### src/rtl/snake_pkg.sv
// Shared board geometry, spawner FSM encoding and cell coordinate type for the
// snake game blocks.
package snake_pkg;

  localparam int GRID_W = 16;
  localparam int GRID_H = 12;
  localparam int XW     = 4;
  localparam int YW     = 4;

  localparam int NUM_CELLS   = GRID_W * GRID_H;
  localparam int PROBE_CNT_W = $clog2(NUM_CELLS + 1);

  typedef enum logic [2:0] {
    ST_IDLE    = 3'd0,
    ST_PROBE   = 3'd1,
    ST_WAIT    = 3'd2,
    ST_ADVANCE = 3'd3,
    ST_DONE    = 3'd4,
    ST_FAIL    = 3'd5
  } spawn_state_e;

  typedef struct packed {
    logic [XW-1:0] x;
    logic [YW-1:0] y;
  } cell_t;

  // Folds a 0..15 bit index onto the board width so narrow boards still get a
  // legal column from the full 16-bit random vector.
  function automatic logic [XW-1:0] fold_col(input logic [3:0] idx);
    logic [4:0] v;
    v = {1'b0, idx};
    for (int i = 0; i < 16; i++) begin
      if (v >= 5'(GRID_W)) v = v - 5'(GRID_W);
    end
    return v[XW-1:0];
  endfunction

  // Next cell in raster scan order, wrapping from the last cell to (0,0).
  function automatic cell_t next_cell(input cell_t c);
    cell_t n;
    n = c;
    if (c.x == XW'(GRID_W - 1)) begin
      n.x = '0;
      n.y = (c.y == YW'(GRID_H - 1)) ? '0 : c.y + YW'(1);
    end else begin
      n.x = c.x + XW'(1);
    end
    return n;
  endfunction

endpackage

### src/rtl/onehot_decode16.sv
// Combinational decode of a 16-bit one-hot vector to the index of its lowest
// set bit; an all-zero vector decodes to 0.
module onehot_decode16 (
  input  logic [15:0] i_onehot,
  output logic [3:0]  o_index
);

  // NOTE: always_comb uses blocking assignments and gives the output a
  // default before the loop, so no latch can be inferred.
  always_comb begin
    o_index = '0;
    // Walking down from the top lets the lowest set bit win.
    for (int i = 15; i >= 0; i--) begin
      if (i_onehot[i]) o_index = 4'(i);
    end
  end

endmodule

### src/rtl/apple_spawner.sv
// Apple placement: turns a random one-hot column plus a free-running row into
// a seed cell, then scans the occupancy store from there for the first free cell.
module apple_spawner
  import snake_pkg::*;
(
  input  logic          clock,
  input  logic          reset,
  input  logic          spawn_req,
  input  logic [15:0]   rand_onehot,
  output logic          probe_valid,
  output logic [XW-1:0] probe_x,
  output logic [YW-1:0] probe_y,
  input  logic          probe_busy,
  output logic          apple_valid,
  output logic [XW-1:0] apple_x,
  output logic [YW-1:0] apple_y,
  output logic          spawn_done,
  output logic          spawn_fail,
  output logic          busy
);

  spawn_state_e           r_state;
  spawn_state_e           w_state_next;
  logic [YW-1:0]          r_row_ctr;
  cell_t                  r_cur;
  cell_t                  r_apple;
  logic                   r_apple_valid;
  logic [PROBE_CNT_W-1:0] r_probe_cnt;

  logic [3:0]             w_index;
  logic [XW-1:0]          w_seed_col;
  logic                   w_accept;
  logic                   w_found;

  onehot_decode16 u_decode (
    .i_onehot (rand_onehot),
    .o_index  (w_index)
  );

  assign w_seed_col = fold_col(w_index);

  always_comb begin
    w_state_next = r_state;
    w_accept     = 1'b0;
    w_found      = 1'b0;
    case (r_state)
      ST_IDLE: begin
        if (spawn_req) begin
          w_accept     = 1'b1;
          w_state_next = ST_PROBE;
        end
      end
      ST_PROBE:   w_state_next = ST_WAIT;
      ST_WAIT: begin
        if (!probe_busy) begin
          w_found      = 1'b1;
          w_state_next = ST_DONE;
        end else if (r_probe_cnt == PROBE_CNT_W'(NUM_CELLS)) begin
          w_state_next = ST_FAIL;
        end else begin
          w_state_next = ST_ADVANCE;
        end
      end
      ST_ADVANCE: w_state_next = ST_PROBE;
      ST_DONE:    w_state_next = ST_IDLE;
      ST_FAIL:    w_state_next = ST_IDLE;
      default:    w_state_next = ST_IDLE;
    endcase
  end

  // NOTE: sequential state uses non-blocking assignments so every register
  // sees the pre-edge values of the others, independent of statement order.
  always_ff @(posedge clock) begin
    if (reset) begin
      r_state       <= ST_IDLE;
      r_row_ctr     <= '0;
      r_cur         <= '0;
      r_apple       <= '0;
      r_apple_valid <= 1'b0;
      r_probe_cnt   <= '0;
    end else begin
      r_state   <= w_state_next;
      r_row_ctr <= (r_row_ctr == YW'(GRID_H - 1)) ? '0 : r_row_ctr + YW'(1);

      if (w_accept) begin
        r_cur.x       <= w_seed_col;
        r_cur.y       <= r_row_ctr;
        r_apple_valid <= 1'b0;
        r_probe_cnt   <= '0;
      end

      if (r_state == ST_PROBE)   r_probe_cnt <= r_probe_cnt + PROBE_CNT_W'(1);
      if (r_state == ST_ADVANCE) r_cur       <= next_cell(r_cur);

      if (w_found) begin
        r_apple       <= r_cur;
        r_apple_valid <= 1'b1;
      end
    end
  end

  // Probe coordinates are forced to 0 outside the strobe so the bus is quiet.
  assign probe_valid = (r_state == ST_PROBE);
  assign probe_x     = probe_valid ? r_cur.x : '0;
  assign probe_y     = probe_valid ? r_cur.y : '0;

  assign apple_valid = r_apple_valid;
  assign apple_x     = r_apple.x;
  assign apple_y     = r_apple.y;

  assign spawn_done  = (r_state == ST_DONE);
  assign spawn_fail  = (r_state == ST_FAIL);
  assign busy        = (r_state == ST_PROBE) || (r_state == ST_WAIT) ||
                       (r_state == ST_ADVANCE);

endmodule
### config.mk
export PLATFORM = sky130hd
export DESIGN_NAME = apple_spawner
export DESIGN_NICKNAME = d
export VERILOG_FILES = /design/src/rtl/snake_pkg.sv /design/src/rtl/onehot_decode16.sv /design/src/rtl/apple_spawner.sv
export SDC_FILE = /design/constraint.sdc
export NUM_CORES = 1
export LEC_CHECK = 0
export ABC_CLOCK_PERIOD_IN_PS = 1500
export BUFFER_PORTS_ARGS = -buffer_cell sky130_fd_sc_hd__buf_4
export CAP_MARGIN = 30
export CORE_ASPECT_RATIO = 1.5
export CORE_UTILIZATION = 40
export CTS_BUF_LIST = sky130_fd_sc_hd__clkbuf_4
export CTS_CLUSTER_DIAMETER = 120
export DETAILED_ROUTE_END_ITERATION = 6
export PLACE_DENSITY = 0.68
export SYNTH_ARGS = -nofsm -noshare
export SYNTH_HDL_FRONTEND = slang
export SYNTH_SLANG_ARGS = --single-unit
export TNS_END_PERCENT = 50
### constraint.sdc
create_clock -name clock -period 1.5 [get_ports clock]
set_input_delay 0.225 -clock clock [delete_from_list [all_inputs] [get_ports clock]]
set_output_delay 0.225 -clock clock [all_outputs]
set_load 0.01 [all_outputs]
==> metrics.txt, run 1 <==
# TYPE chip_impl_metric gauge
chip_impl_metric{name="postSynthRegisterBits",unit=""} 32
chip_impl_metric{name="area_growth",unit="%"} 48.6
chip_impl_info{name="cp_slowest_cell",value="sky130_fd_sc_hd__or3b_4"} 1
chip_impl_metric{name="timing.max_slew.rel_slack",unit=""} 0.646
chip_impl_metric{name="antenna_found_initial",unit=""} 0
chip_impl_info{name="critPathTopFamily",value="simple AND/OR/NAND/NOR gates"} 1
chip_impl_metric{name="worst-endpoint-required",unit="ns"} 1.27
chip_impl_metric{name="timing.final.hold_violations",unit=""} 0
chip_impl_info{name="timing.critical_path.from_type",value="register"} 1
chip_impl_metric{name="detailedRoute.firstIterationViolations",unit=""} 63
chip_impl_info{name="synth_top_flop_cell",value="sky130_fd_sc_hd__dfxtp_1"} 1
chip_impl_metric{name="max-vdd-ir-drop",unit="V"} 0.000402
chip_impl_metric{name="route.detailed.vias_per_inst",unit=""} 5.64
chip_impl_metric{name="place.detailed.instances",unit=""} 336
chip_impl_metric{name="clock_sink_count",unit=""} 32
chip_impl_info{name="worst_hold_path_endpoint",value="r_cur[4]"} 1
chip_impl_metric{name="drive_above_1_share",unit=""} 0.438
chip_impl_metric{name="detailedRoute.firstPassIterationCount",unit=""} 6
chip_impl_metric{name="worst_slew_pin_slew",unit="ns"} 0.525
chip_impl_info{name="synth.area.top_cells",value="sky130_fd_sc_hd__dfxtp_1 35%, sky130_fd_sc_hd__a21oi_1 6.1%, sky130_fd_sc_hd__nand2_1 5.6%"} 1
chip_impl_metric{name="power.share.clock",unit=""} 0.258
chip_impl_metric{name="area_share_of_the_leading_cell_type_in_the_synthesized_netlist",unit=""} 0.354
chip_impl_metric{name="drcViolationCount",unit=""} 4
chip_impl_info{name="worstPathCellList",value="or3b_4 -> inv_4 -> buf_6 -> and2_4 -> buf_6"} 1
chip_impl_metric{name="final_cells",unit=""} 352
chip_impl_metric{name="io_buffer_count",unit=""} 40
chip_impl_metric{name="place_congestion",unit=""} 0.792
chip_impl_metric{name="nNetsFinal",unit=""} 331
chip_impl_metric{name="cts_max_level",unit=""} 2
chip_impl_metric{name="worst_skew_late_latency",unit="ns"} 0.33
chip_impl_metric{name="net-switching-power",unit="mW"} 0.556
chip_impl_info{name="crit_path_end_kind",value="primary output"} 1
chip_impl_metric{name="num-fill-cells",unit=""} 382
chip_impl_metric{name="ys_warn_count",unit=""} 0
chip_impl_metric{name="wirelength",unit="um"} 5000
chip_impl_info{name="timing.critical_path.mode_cell",value="sky130_fd_sc_hd__buf_6"} 1
chip_impl_metric{name="fin_skew",unit="ns"} 0.0132
chip_impl_metric{name="setup_viol",unit=""} 21
chip_impl_info{name="reg2reg_to",value="r_cur[4]"} 1
chip_impl_metric{name="synthesis.area",unit="sq um"} 1810
chip_impl_metric{name="timing.critical_path.depth",unit=""} 5
chip_impl_metric{name="dieArea",unit="sq um"} 4800
chip_impl_metric{name="cts_hold_buffers",unit=""} 0
chip_impl_metric{name="p_int",unit="mW"} 1.32
chip_impl_metric{name="dieWidth",unit="um"} 56.9
chip_impl_metric{name="maxCapViolations",unit=""} 0
chip_impl_metric{name="die_height",unit="um"} 84.4
chip_impl_metric{name="post-dp-hpwl",unit="um"} 3560
chip_impl_metric{name="timing.fmax",unit="GHz"} 0.574
chip_impl_metric{name="synth_async_sr_flop_share",unit=""} 0
chip_impl_metric{name="pwr_density_cell",unit="nW/um^2"} 696
chip_impl_metric{name="initial_core_util",unit=""} 0.423
chip_impl_metric{name="post_drt_wl_per_cell",unit="um"} 14.2
chip_impl_metric{name="power.share.sequential",unit=""} 0.485
chip_impl_metric{name="syn_nets",unit=""} 253
chip_impl_metric{name="dp_worst_setup_slack",unit="ns"} -0.147
chip_impl_info{name="worst_hold_startpoint",value="rand_onehot[2]"} 1
chip_impl_metric{name="fp.coreArea",unit="sq um"} 4280
chip_impl_metric{name="utilization",unit=""} 0.628
chip_impl_metric{name="power.share.switching",unit=""} 0.297
chip_impl_info{name="yosysMostFrequentCell",value="sky130_fd_sc_hd__dfxtp_1"} 1
chip_impl_info{name="tritoncts",value="built"} 1
chip_impl_metric{name="antenna_cells",unit=""} 0
chip_impl_metric{name="top_level_ports",unit=""} 41
chip_impl_metric{name="power_frac_comb",unit=""} 0.257
chip_impl_metric{name="synthesis.instances",unit=""} 228
chip_impl_metric{name="maxSlewViolCount",unit=""} 0
chip_impl_metric{name="reg2reg_setup_slack",unit="ns"} -0.22
chip_impl_metric{name="worstHoldPathCells",unit=""} 4
chip_impl_metric{name="path_max_fanout",unit=""} 6
chip_impl_metric{name="fin_total_pwr",unit="mW"} 1.87
chip_impl_metric{name="grt_first_pass_wirelength",unit="um"} 8110
chip_impl_metric{name="leakage",unit="nW"} 1.10
chip_impl_info{name="violations",value="design-rule violations, negative setup slack"} 1
chip_impl_metric{name="avgSynthCellArea",unit="sq um"} 7.94
chip_impl_metric{name="grt_start_max_net_pins",unit=""} 34
chip_impl_info{name="worst_setup_path_category",value="register to primary output"} 1
chip_impl_metric{name="cts_inserted_buffers",unit=""} 5
chip_impl_info{name="worstHoldPathType",value="input port to register"} 1
chip_impl_info{name="post_synth_most_frequent_cells",value="32 x sky130_fd_sc_hd__dfxtp_1, 27 x sky130_fd_sc_hd__nand2_1, 27 x sky130_fd_sc_hd__nor2_1"} 1
chip_impl_metric{name="worst_path_largest_cell_delay",unit="ns"} 0.42
chip_impl_metric{name="critical_path_arrival",unit="ns"} 1.52
chip_impl_metric{name="routed-via-count",unit=""} 1985
chip_impl_info{name="rr_startpoint",value="r_state[2]"} 1
chip_impl_metric{name="gr_ovfl_total",unit=""} 0
chip_impl_info{name="grt_setup_unrepaired",value="true"} 1
chip_impl_metric{name="synth_enable_flop_cells",unit=""} 0
chip_impl_metric{name="number_of_global_route_vias_before_repair",unit=""} 1866
chip_impl_metric{name="core.rowCount",unit=""} 29
chip_impl_info{name="clk_root_buffer_cell",value="sky130_fd_sc_hd__clkbuf_4"} 1
chip_impl_metric{name="synth_sequential_area_ratio",unit=""} 0.354
chip_impl_metric{name="yosysUniqueCellTypes",unit=""} 42
chip_impl_metric{name="min_period_over_period",unit=""} 1.16
chip_impl_metric{name="min_period",unit="ns"} 1.74
chip_impl_info{name="netlist.top_cell.by_area",value="sky130_fd_sc_hd__dfxtp_1"} 1
chip_impl_metric{name="r2r.worst_path.cells",unit=""} 5
chip_impl_metric{name="clkSlewWorstSetupHoldPaths",unit="ns"} 0.10
chip_impl_metric{name="total_routing_usage_reported_by_global_routing",unit=""} 0.214
chip_impl_metric{name="critPathBufInv",unit=""} 3
chip_impl_metric{name="postRouteAntennaNets",unit=""} 0
chip_impl_metric{name="setup_slack",unit="ns"} -0.241
chip_impl_metric{name="clock_path_buffers",unit=""} 2
chip_impl_info{name="status",value="finished with violations"} 1
area by class of cell:
type                    instances  area, sq um  share of cell area
repair buffers                 84          683               0.254
flip-flops and latches         32          646               0.240
inverters                       7         28.8              0.0107
multi-input cells             176         1220               0.455
well taps                      46         57.6              0.0214
clock inverters                 1         5.00             0.00186
clock buffers                   6         45.0              0.0168
routing by layer:
layer	global-route usage	share of wire
met5	0	0
met1	0.229	0.40
met2	0.402	0.55
met3	0.0401	0.036
met4	0.0865	0.017
worst max-delay path by stage:
| stage | startpoint | endpoint | slack (ns) |
|---|---|---|---|
| 4_1_cts | r_state[2] | probe_y[3] | -0.25 |
| 3_5_place_dp | r_state[0] | r_probe_cnt[7] | -0.15 |
| 5_1_grt | r_state[0] | probe_x[3] | -0.31 |
| 3_3_place_gp | r_state[0] | r_probe_cnt[7] | -0.10 |
| 6_report | r_state[2] | probe_x[0] | -0.24 |
| 2_1_floorplan | r_state[0] | r_cur[5] | -0.08 |
layout by cell type, fill, tap and decap left out, types with 2 or more instances in the layout:
cell type,n
sky130_fd_sc_hd__a211oi_1,8
sky130_fd_sc_hd__a211oi_2,2
sky130_fd_sc_hd__a21oi_1,16
sky130_fd_sc_hd__a21oi_2,6
sky130_fd_sc_hd__a22oi_1,2
sky130_fd_sc_hd__a311oi_2,4
sky130_fd_sc_hd__a31oi_1,4
sky130_fd_sc_hd__and2_4,7
sky130_fd_sc_hd__and3_1,2
sky130_fd_sc_hd__buf_4,71
sky130_fd_sc_hd__buf_6,12
sky130_fd_sc_hd__clkbuf_4,6
sky130_fd_sc_hd__dfxtp_1,28
sky130_fd_sc_hd__dfxtp_2,4
sky130_fd_sc_hd__ha_1,5
sky130_fd_sc_hd__inv_1,6
sky130_fd_sc_hd__nand2_1,26
sky130_fd_sc_hd__nand2b_1,4
sky130_fd_sc_hd__nand3_1,6
sky130_fd_sc_hd__nand3b_1,4
sky130_fd_sc_hd__nor2_1,25
sky130_fd_sc_hd__nor2_2,2
sky130_fd_sc_hd__nor2b_1,3
sky130_fd_sc_hd__nor3_1,3
sky130_fd_sc_hd__nor3_2,3
sky130_fd_sc_hd__nor3b_1,3
sky130_fd_sc_hd__nor4_1,5
sky130_fd_sc_hd__o21ai_0,4
sky130_fd_sc_hd__o31a_1,2
sky130_fd_sc_hd__or3_4,2
sky130_fd_sc_hd__or4_1,6
sky130_fd_sc_hd__or4b_4,2
cells by family after synthesis:
group                    count (synthesis)  synth area share
XOR/XNOR                                 1           0.00484
AND/OR/NAND/NOR                        112             0.326
flip-flops                              32             0.354
buffers and inverters                   20            0.0567
AO/OA/AOI/OAI                           58             0.224
adder cells (fa/ha/maj)                  5            0.0346
repair_timing:
action,4_1_cts,5_1_grt
endpoints found under the hold margin,0,0
resized for setup,26,32
setup endpoints to repair,17,39
buffers inserted,4,5
pin swaps,5,9
power by group through the flow:
stage | combinational [mW] | clock [mW] | sequential (mW)
final | 0.481 | 0.484 | 0.907
after global routing | 0.525 | 0.544 | 0.912
after CTS | 0.424 | 0.488 | 0.905
after detailed placement | 0.386 | 0 | 0.925
after global placement | 0.382 | 0 | 0.923
after floorplan | 0.211 | 0 | 0.926
registers in the layout, indices dropped and copies added (netlist names):
signal,cells
r_row_ctr,4
apple_valid,1
apple_x,4
r_state,3
r_probe_cnt,8
r_cur,8
apple_y,4
worst min-delay path, delay by kind of cell:
kind	cells	cell delay [ns]
simple gates	1	0.04
buf+inv	1	0.09
compound gates	2	0.13
through the flow:
stage	TNS [ns]	hold WS, ns	cell area (sq um)
CTS	-2.93	0.192	2520
global placement	-0.343	0.445	2360
global route	-5.14	0.210	2690
floorplan	-0.163	0.369	1820
finish	-3.48	0.194	2690
detailed placement	-0.796	0.448	2360
No activity file was read; power rests on OpenSTA's default activity.
==> inputs of run 2 (changes only) <==
--- a/config.mk
+++ b/config.mk
@@ -10,7 +10,7 @@
 export CAP_MARGIN = 30
 export CORE_ASPECT_RATIO = 1.5
 export CORE_UTILIZATION = 40
-export CTS_BUF_LIST = sky130_fd_sc_hd__clkbuf_4
+export CTS_BUF_LIST = sky130_fd_sc_hd__clkbuf_8
 export CTS_CLUSTER_DIAMETER = 120
 export DETAILED_ROUTE_END_ITERATION = 6
 export PLACE_DENSITY = 0.68
==> metrics.txt, run 2 (same netlist as run 1, synthesis figures left out) <==
# TYPE chip_impl_metric gauge
chip_impl_metric{name="route.detailed.vias_per_inst",unit=""} 5.61
chip_impl_metric{name="clkSlewWorstSetupHoldPaths",unit="ns"} 0.07
chip_impl_info{name="worst_setup_path_category",value="register to register"} 1
chip_impl_metric{name="postLayoutCellArea",unit="sq um"} 2740
chip_impl_metric{name="dieArea",unit="sq um"} 4800
chip_impl_metric{name="holdWs",unit="ns"} 0.265
chip_impl_metric{name="gr_ovfl_total",unit=""} 0
chip_impl_metric{name="worst-endpoint-required",unit="ns"} 1.66
chip_impl_metric{name="antenna_found_initial",unit=""} 0
chip_impl_metric{name="seqCellArea",unit="sq um"} 647
chip_impl_metric{name="io_buffer_count",unit=""} 40
chip_impl_metric{name="power.share.clock",unit=""} 0.306
chip_impl_metric{name="core.rowCount",unit=""} 29
chip_impl_metric{name="timing.final.hold_violations",unit=""} 0
chip_impl_metric{name="num-fill-cells",unit=""} 365
chip_impl_metric{name="drcViolationCount",unit=""} 4
chip_impl_info{name="worstHoldPathType",value="input port to register"} 1
chip_impl_metric{name="grt_first_pass_wirelength",unit="um"} 8110
chip_impl_info{name="cp_slowest_cell",value="sky130_fd_sc_hd__or4b_4"} 1
chip_impl_metric{name="area_growth",unit="%"} 51.2
chip_impl_metric{name="dp_worst_setup_slack",unit="ns"} -0.147
chip_impl_metric{name="p_int",unit="mW"} 1.44
chip_impl_metric{name="clock_path_buffers",unit=""} 2
chip_impl_metric{name="multi_input_comb_area",unit="sq um"} 1240
chip_impl_metric{name="antenna_cells",unit=""} 0
chip_impl_metric{name="critical_path_arrival",unit="ns"} 1.86
chip_impl_metric{name="net-switching-power",unit="mW"} 0.580
chip_impl_metric{name="setup_viol",unit=""} 21
chip_impl_metric{name="power.share.sequential",unit=""} 0.450
chip_impl_metric{name="worstHoldPathCells",unit=""} 4
chip_impl_metric{name="detailedRoute.firstIterationViolations",unit=""} 67
chip_impl_metric{name="pwr_density_cell",unit="nW/um^2"} 738
chip_impl_metric{name="max-vdd-ir-drop",unit="V"} 0.000382
chip_impl_metric{name="grt.met3_usage",unit=""} 0.0416
chip_impl_metric{name="routed-via-count",unit=""} 1970
chip_impl_metric{name="timing.max_slew.rel_slack",unit=""} 0.695
chip_impl_info{name="gr-max-usage-layer",value="met2"} 1
chip_impl_metric{name="worst_slew_pin_slew",unit="ns"} 0.452
chip_impl_info{name="status",value="finished with violations"} 1
chip_impl_info{name="grt_setup_unrepaired",value="true"} 1
chip_impl_metric{name="total_routing_usage_reported_by_global_routing",unit=""} 0.214
chip_impl_metric{name="path_max_fanout",unit=""} 7
chip_impl_metric{name="fp.coreArea",unit="sq um"} 4280
chip_impl_info{name="mostFrequentLayoutCell",value="sky130_fd_sc_hd__buf_4"} 1
chip_impl_metric{name="min_period",unit="ns"} 1.70
chip_impl_info{name="violations",value="design-rule violations, negative setup slack"} 1
chip_impl_metric{name="cts_inserted_buffers",unit=""} 5
chip_impl_metric{name="dieWidth",unit="um"} 56.9
chip_impl_metric{name="number_of_global_route_vias_before_repair",unit=""} 1866
chip_impl_metric{name="min_period_over_period",unit=""} 1.13
chip_impl_metric{name="post-dp-hpwl",unit="um"} 3560
chip_impl_metric{name="nNetsFinal",unit=""} 330
chip_impl_metric{name="groute.layer.met1.usage",unit=""} 0.227
chip_impl_info{name="crit_path_end_kind",value="register"} 1
chip_impl_metric{name="fin_tns_setup",unit="ns"} -2.47
chip_impl_metric{name="maxSlewViolCount",unit=""} 0
chip_impl_metric{name="power_frac_comb",unit=""} 0.244
chip_impl_metric{name="reg2reg_setup_slack",unit="ns"} -0.20
chip_impl_info{name="worst_hold_startpoint",value="rand_onehot[4]"} 1
chip_impl_metric{name="die_height",unit="um"} 84.4
chip_impl_info{name="reg2reg_to",value="r_cur[4]"} 1
chip_impl_metric{name="worst_path_largest_cell_delay",unit="ns"} 0.59
chip_impl_metric{name="post_drt_wl_per_cell",unit="um"} 14.4
chip_impl_metric{name="timing.fmax",unit="GHz"} 0.588
chip_impl_metric{name="grt_start_max_net_pins",unit=""} 34
chip_impl_metric{name="final_cells",unit=""} 351
chip_impl_metric{name="top_level_ports",unit=""} 41
chip_impl_info{name="most_frequent_cells_in_the_layout",value="67 x sky130_fd_sc_hd__buf_4, 27 x sky130_fd_sc_hd__dfxtp_1, 26 x sky130_fd_sc_hd__nand2_1"} 1
chip_impl_metric{name="r2r.worst_path.cells",unit=""} 5
chip_impl_metric{name="cts_hold_buffers",unit=""} 0
chip_impl_metric{name="place_congestion",unit=""} 0.792
chip_impl_info{name="clk_root_buffer_cell",value="sky130_fd_sc_hd__clkbuf_8"} 1
chip_impl_info{name="timing.critical_path.mode_cell",value="sky130_fd_sc_hd__buf_6"} 1
chip_impl_info{name="worstPathCellList",value="buf_6 -> or4b_4 -> buf_6 -> a311oi_4 -> a211oi_2"} 1
chip_impl_info{name="largestRegisters",value="r_cur (8), r_probe_cnt (8)"} 1
chip_impl_metric{name="worst_skew_late_latency",unit="ns"} 0.28
chip_impl_metric{name="initial_core_util",unit=""} 0.423
chip_impl_metric{name="drive_above_1_share",unit=""} 0.433
chip_impl_metric{name="clock_sink_count",unit=""} 32
chip_impl_metric{name="detailedRoute.firstPassIterationCount",unit=""} 6
chip_impl_metric{name="place.detailed.instances",unit=""} 336
chip_impl_info{name="rr_startpoint",value="r_state[2]"} 1
chip_impl_info{name="timing.critical_path.from_type",value="register"} 1
chip_impl_metric{name="wirelength",unit="um"} 5050
chip_impl_metric{name="met2_track_usage_gr",unit=""} 0.403
chip_impl_metric{name="power.share.switching",unit=""} 0.287
chip_impl_metric{name="cts_max_level",unit=""} 2
chip_impl_metric{name="fin_skew",unit="ns"} 0.00804
chip_impl_info{name="worst_hold_path_endpoint",value="r_cur[7]"} 1
chip_impl_metric{name="placed_cell_area",unit="sq um"} 2360
chip_impl_metric{name="maxCapViolations",unit=""} 0
chip_impl_metric{name="setup_slack",unit="ns"} -0.201
chip_impl_metric{name="postRouteAntennaNets",unit=""} 0
chip_impl_metric{name="leakage",unit="nW"} 1.11
chip_impl_info{name="tritoncts",value="built"} 1
==> run 2: critical path: cells and delay by family, from the launching register on <==
family / cells / cell delay [ns]
flops: 1 / 0.33
compound gates: 2 / 0.39
buf+inv: 2 / 0.26
simple gates: 1 / 0.59
==> run 2: worst max path at each step <==
stage	cells after the start	slack [ns]	end	startpoint
floorplan	5	-0.08	r_cur[5]	r_state[0]
global placement	4	-0.10	r_probe_cnt[7]	r_state[0]
detailed placement	4	-0.15	r_probe_cnt[7]	r_state[0]
CTS	5	-0.18	probe_y[3]	r_state[2]
global route	5	-0.25	r_cur[4]	r_state[2]
finish	5	-0.20	r_cur[4]	r_state[2]
==> run 2: layout make-up <==
| type | instances | share of cell area |
|---|---|---|
| clock buffer | 5 | 0.0251 |
| clock inverter | 2 | 0.00320 |
| timing repair buffer | 83 | 0.250 |
| inverter | 7 | 0.0105 |
| sequential | 32 | 0.236 |
| tap | 46 | 0.0210 |
| multi-input combinational | 176 | 0.454 |
==> run 2: timing repair <==
action                     CTS  global route
setup buffers                4             4
gates resized for setup     27            36
setup endpoints to repair   17            36
pin swaps                    5            16
==> run 2: layer usage <==
layer / wire length (um) / share of wire
met5: 0 / 0
met3: 142 / 0.028
met1: 2030 / 0.40
met4: 106 / 0.021
met2: 2770 / 0.55
==> run 2: through the flow <==
step,power [mW],util
2_1_floorplan,1.14,-
3_3_place_gp,1.30,0.551
3_5_place_dp,1.31,0.551
4_1_cts,1.95,0.595
5_1_grt,2.12,0.639
6_report,2.02,0.639
==> run 2: power by group through the flow <==
stage                     Combinational, mW  Sequential, mW  Clock (mW)
final                                 0.493           0.908       0.617
after global routing                  0.534           0.913       0.671
after CTS                             0.425           0.906       0.624
after floorplan                       0.211           0.926           0
after global placement                0.382           0.923           0
after detailed placement              0.386           0.925           0
